==> config.mk <==
export PLATFORM = sky130hd
export DESIGN_NAME = bit_serializer
export DESIGN_NICKNAME = d
export VERILOG_FILES = /design/src/rtl/serializer_pkg.sv /design/src/rtl/bit_counter_wrap.sv /design/src/rtl/bit_serializer.sv
export SDC_FILE = /design/constraint.sdc
export NUM_CORES = 1
export LEC_CHECK = 0
export ABC_AREA = 1
export CAP_MARGIN = 5
export CORE_UTILIZATION = 46
export DETAILED_ROUTE_END_ITERATION = 12
export HOLD_SLACK_MARGIN = 0.12
export PLACE_DENSITY = 0.82
export RECOVER_POWER = 25
export SLEW_MARGIN = 20
export SYNTH_ARGS = -nofsm -noshare
export SYNTH_HDL_FRONTEND = slang
export SYNTH_SLANG_ARGS = --single-unit
==> constraint.sdc <==
create_clock -name clk -period 1.6 [get_ports clk]
set_clock_uncertainty 0.05 [all_clocks]
set_input_delay 0.48 -clock clk [delete_from_list [all_inputs] [get_ports clk]]
set_output_delay 0.48 -clock clk [all_outputs]
set_load 0.03 [all_outputs]
==> src/rtl/serializer_pkg.sv <==
// Shared definitions for the bit serializer: FSM state encoding and default word width.
package serializer_pkg;

   localparam int DEFAULT_WIDTH = 8;

   typedef enum logic [1:0] {
      IDLE  = 2'b00,
      SHIFT = 2'b01,
      PAR   = 2'b10
   } state_t;

endpackage

==> src/rtl/bit_counter_wrap.sv <==
// Wrapping bit counter 0..WIDTH-1 with clear/enable; tc flags the last bit position.
module bit_counter_wrap
   import serializer_pkg::*;
#(
   parameter  int WIDTH = DEFAULT_WIDTH,
   localparam int CNT_W = $clog2(WIDTH)
) (
   input  logic             clk,
   input  logic             rst,
   input  logic             clr,
   input  logic             en,
   output logic [CNT_W-1:0] cnt,
   output logic             tc
);

   assign tc = (cnt == CNT_W'(WIDTH - 1));

   // NOTE: sequential state is written with <= so every flop samples pre-edge values.
   always_ff @(posedge clk) begin
      if (rst) begin
         cnt <= '0;
      end else if (clr) begin
         cnt <= '0;
      end else if (en) begin
         cnt <= tc ? '0 : cnt + CNT_W'(1);
      end
   end

endmodule

==> src/rtl/bit_serializer.sv <==
// MSB-first parallel-to-serial converter with valid/ready input and gap-free back-to-back words.
// Optional even-parity trailer bit enabled by defining SERIALIZER_PARITY_EN.
module bit_serializer
   import serializer_pkg::*;
#(
   parameter int WIDTH = DEFAULT_WIDTH
) (
   input  logic             clk,
   input  logic             rst,
   input  logic [WIDTH-1:0] din,
   input  logic             din_valid,
   output logic             din_ready,
   output logic             x,
   output logic             x_valid,
   output logic             word_done
);

   localparam int CNT_W = $clog2(WIDTH);

   state_t             state_q, state_d;
   logic [WIDTH-1:0]   sreg_q, sreg_d;
   logic               x_d, x_valid_d, word_done_d;
   logic               cnt_clr, cnt_en, tc, accept;
   logic [CNT_W-1:0]   cnt;

`ifdef SERIALIZER_PARITY_EN
   logic par_q, par_d;
`endif

   bit_counter_wrap #(.WIDTH(WIDTH)) u_cnt (
      .clk (clk),
      .rst (rst),
      .clr (cnt_clr),
      .en  (cnt_en),
      .cnt (cnt),
      .tc  (tc)
   );

   // Ready in IDLE and during the final bit of the word, so the next word follows with no gap.
   always_comb begin
`ifdef SERIALIZER_PARITY_EN
      din_ready = (state_q == IDLE) || (state_q == PAR);
`else
      din_ready = (state_q == IDLE) || ((state_q == SHIFT) && tc);
`endif
   end

   assign accept = din_valid && din_ready;

   // NOTE: every output of this block gets a default first, so no path can infer a latch.
   always_comb begin
      state_d     = state_q;
      sreg_d      = sreg_q;
      x_d         = 1'b0;
      x_valid_d   = 1'b0;
      word_done_d = 1'b0;
      cnt_clr     = 1'b0;
      cnt_en      = 1'b0;
`ifdef SERIALIZER_PARITY_EN
      par_d       = par_q;
`endif
      if (accept) begin
         state_d   = SHIFT;
         x_d       = din[WIDTH-1];
         x_valid_d = 1'b1;
         sreg_d    = {din[WIDTH-2:0], 1'b0};
         cnt_clr   = 1'b1;
`ifdef SERIALIZER_PARITY_EN
         par_d     = ^din;
`endif
      end else begin
         case (state_q)
            SHIFT: begin
               if (!tc) begin
                  x_d       = sreg_q[WIDTH-1];
                  x_valid_d = 1'b1;
                  sreg_d    = {sreg_q[WIDTH-2:0], 1'b0};
                  cnt_en    = 1'b1;
`ifndef SERIALIZER_PARITY_EN
                  word_done_d = (cnt == CNT_W'(WIDTH - 2));
`endif
               end else begin
`ifdef SERIALIZER_PARITY_EN
                  state_d     = PAR;
                  x_d         = par_q;
                  x_valid_d   = 1'b1;
                  word_done_d = 1'b1;
`else
                  state_d     = IDLE;
                  cnt_clr     = 1'b1;
`endif
               end
            end
`ifdef SERIALIZER_PARITY_EN
            PAR: begin
               state_d = IDLE;
               cnt_clr = 1'b1;
            end
`endif
            default: state_d = IDLE;
         endcase
      end
   end

   // Synchronous reset discards any word in flight; word_done is never raised for it.
   always_ff @(posedge clk) begin
      if (rst) begin
         state_q   <= IDLE;
         sreg_q    <= '0;
         x         <= 1'b0;
         x_valid   <= 1'b0;
         word_done <= 1'b0;
      end else begin
         state_q   <= state_d;
         sreg_q    <= sreg_d;
         x         <= x_d;
         x_valid   <= x_valid_d;
         word_done <= word_done_d;
      end
   end

`ifdef SERIALIZER_PARITY_EN
   always_ff @(posedge clk) begin
      if (rst) par_q <= 1'b0;
      else     par_q <= par_d;
   end
`endif

endmodule
==> results.txt <==
- The run finished, with violations left.
- The final reports fail on negative setup slack.
- Via Count: 599
- Count of placed standard cells including taps: 115
- Sum of net half-perimeters after detailed placement: 865 µm
- Summing every instance area after synthesis gives 649 µm².
- The routed design has 1250 µm of wire.
* Synthesized area per cell: 7.55 µm²
- Number of top-level pins: 15
- The tool flagged a number of max-cap violations equal to 0.
- The floorplan has 13 rows.
- Slew HR: between 80% and 90%
* Commonest non-fill, non-tap cell in the layout: nand3_1
- TritonCTS built the clock tree.
- Clock sink count: 14
* Placer congestion estimate: 0.719
* Period minus WS final: roughly 1700 ps
- Core region area: 1300 µm²
- Clock slew seen by the registers of the worst setup and hold paths: around 80 ps
- Of the available clock period, the critical path in the final layout requires 107%.
* Final critical-path setup slack: -107 ps
- Synthesized netlist net count: 100
- Cells with a size suffix above 1 make up 17.1% of the layout.
* Wire length of the first global-routing pass: 2040 µm
- Antenna Diode Count: 0
- The via count of the first global-routing pass is 501.
* Final cell count without fillers: 120
* X dimension of the die: 39.6 µm
- CTS placed an instance of clkbuf_4 at the clock tree root.
* Antenna violations before repair: 0
- Start point of the worst min-delay path: sreg_q[1]
- Yosys cell types: 14
- Maximum clock rate: 586 MHz
- DR WL/cell: 10.4 µm
- The worst register-to-register path ends at u_cnt.cnt[1].
* Count of cells along the worst hold path: 2
* Leakage Power: 0.409 nW
- In this run the register-to-register setup slack is around 60 ps.
- Dividing total power by cell area gives a power density of 855 nW/µm².
* Hold Path Class: reg2reg
- Synthesis inferred 14 register bits.
- Final setup violation count: 1
- For this configuration, the core starts out at a cell density of 49.9%.
- Worst Hold Path EP: sreg_q[1]
* Maximum count of clock buffers along a single path: 2
- Leaving out fill and tap cells, the most frequent cells in the layout are nand3_1, nand2_1, dfxtp_1.
- The floorplan step set the die height to 39.6 µm.
* Starting DRT DRC Count: 14
- In this run the number of H-tree levels came out at 1.
- DRT antenna net count: 0
* Setup repair after global routing missed its margin: true
- DRC violations left: 0
- Entering global routing, the biggest net connects 20 pins.
- The die covers between 1500 and 2000 µm².
- Setup crit start kind: flip-flop
- Crit path arrival time: 1180 ps
- Port Buffer Count: 14
* Worst-Margin Slew: roughly 300 ps
* Aggregate global routing overflow: 0
- Data required time at the worst endpoint: between 1000 and 1500 ps
* Smallest hold slack: 422 ps
- Number of synthesis warnings: 0
- Vias per cell: around 5.0
* Number of nets at the end of the flow: 120
- Critical path capture point type: primary output
- Total clock buffers created by CTS: 3
* Final Hold Viols: 0
* Max Fanout on Critical Path: 3
- The worst setup path is of the reg2out kind.
- Clk Latency, worst-skew pair: 270 ps
* Overall global routing resource usage: around 20%
- Counting cells, the worst reg-to-reg path comes to 7.
- Largest vdd supply drop: 529 µV
- For this run, the share of the core covered by cells in the final layout is 66.4%.
- Worst r2r src: u_cnt.cnt[1]
- Area Growth Syn to Fin: 33.1%
- Length of the first detailed-routing pass in iterations: 4
- The max-slew violation total from the final report was 0.
* Proportion of synthesized chip area in sequential cells: 43.2%
- Sum Neg Setup Slack: -107 ps
- Synthesis produced 86 cells.
==> logic make-up after synthesis <==
family                     share of synthesized area, %
AOI/OAI and AO/OA                                  4.62
adders and majority gates                          5.78
buffers and inverters                              12.1
DFF                                                43.2
and+or+nand+nor                                    34.3
==> registers in the layout, summed over array words and instances (netlist names) <==
name / cells
word_done: 1
u_cnt.cnt: 3
state_q: 1
sreg_q: 7
x_valid: 1
x: 1
==> cells in the mapped netlist <==
cell type  number  area, µm²
nand3_1        21        105
nand2_1        17       63.8
dfxtp_1        14        280
inv_1          11       41.3
a21oi_1         5       25.0
nor2_1          5       18.8
ha_1            3       37.5
buf_4           2       15.0
buf_6           2       22.5
nor2_2          2       12.5
nand2_2         1       6.26
nor3_2          1       10.0
o21ai_1         1       5.00
or2_0           1       6.26
==> metal layers <==
layer	vias to the layer above	part of all wire, %	wire length, µm	GRT usage [%]
met4	0	1.0	13	7.76
met2	11	48	597	31.1
met1	272	47	591	24.9
met3	2	3.4	42	6.82
met5	-	0	0	0
li1	314	-	-	-
==> per-stage QoR <==
step / power, mW / instance area [µm²] / setup slack [ps]
3_3_place_gp: 0.498 / 798 / 44.3
5_1_grt: 0.782 / 865 / -166
4_1_cts: 0.749 / 862 / -124
6_report: 0.739 / 865 / -107
2_1_floorplan: 0.456 / 649 / 77.8
3_5_place_dp: 0.500 / 798 / 5.63
==> layout make-up <==
| class | instances | area, µm² |
|---|---|---|
| clock buffers | 4 | 36.3 |
| multi-input cells | 57 | 313 |
| inverters | 11 | 41.3 |
| well taps | 15 | 18.8 |
| fillers | 116 | 437 |
| repair buffers | 19 | 173 |
| flip-flops and latches | 14 | 283 |
==> report_power, final <==
| part | total [mW] | switching (mW) | internal, mW |
|---|---|---|---|
| clock | 0.247 | 0.109 | 0.138 |
| sequential | 0.376 | 0.0104 | 0.366 |
| combinational | 0.116 | 0.0615 | 0.0540 |
| total | 0.739 | 0.181 | 0.558 |
==> critical path, cell delays in order, from the launching register on <==
cell and delay (ps):
dfxtp_2 350, ha_4 160, ha_4 160, inv_2 50
nand2_2 50, buf_6 140
==> worst max-delay path by stage <==
stage                      start      endpoint  slack, ps  cells past startpoint
floorplan           u_cnt.cnt[0]     din_ready         80                      5
global placement       din_valid  u_cnt.cnt[1]         40                      4
detailed placement     din_valid  u_cnt.cnt[1]          6                      4
CTS                 u_cnt.cnt[1]     din_ready       -120                      5
global route        u_cnt.cnt[1]     din_ready       -170                      5
finish              u_cnt.cnt[1]     din_ready       -110                      5
==> timing repair <==
| item | 4_1_cts | 5_1_grt |
|---|---|---|
| pin swaps | 0 | 0 |
| buffers inserted | 0 | 1 |
| hold buffers | 0 | 0 |
| setup endpoints to repair | 4 | 1 |
| gates resized for setup | 10 | 1 |
No activity file was read; power rests on OpenSTA's default activity.
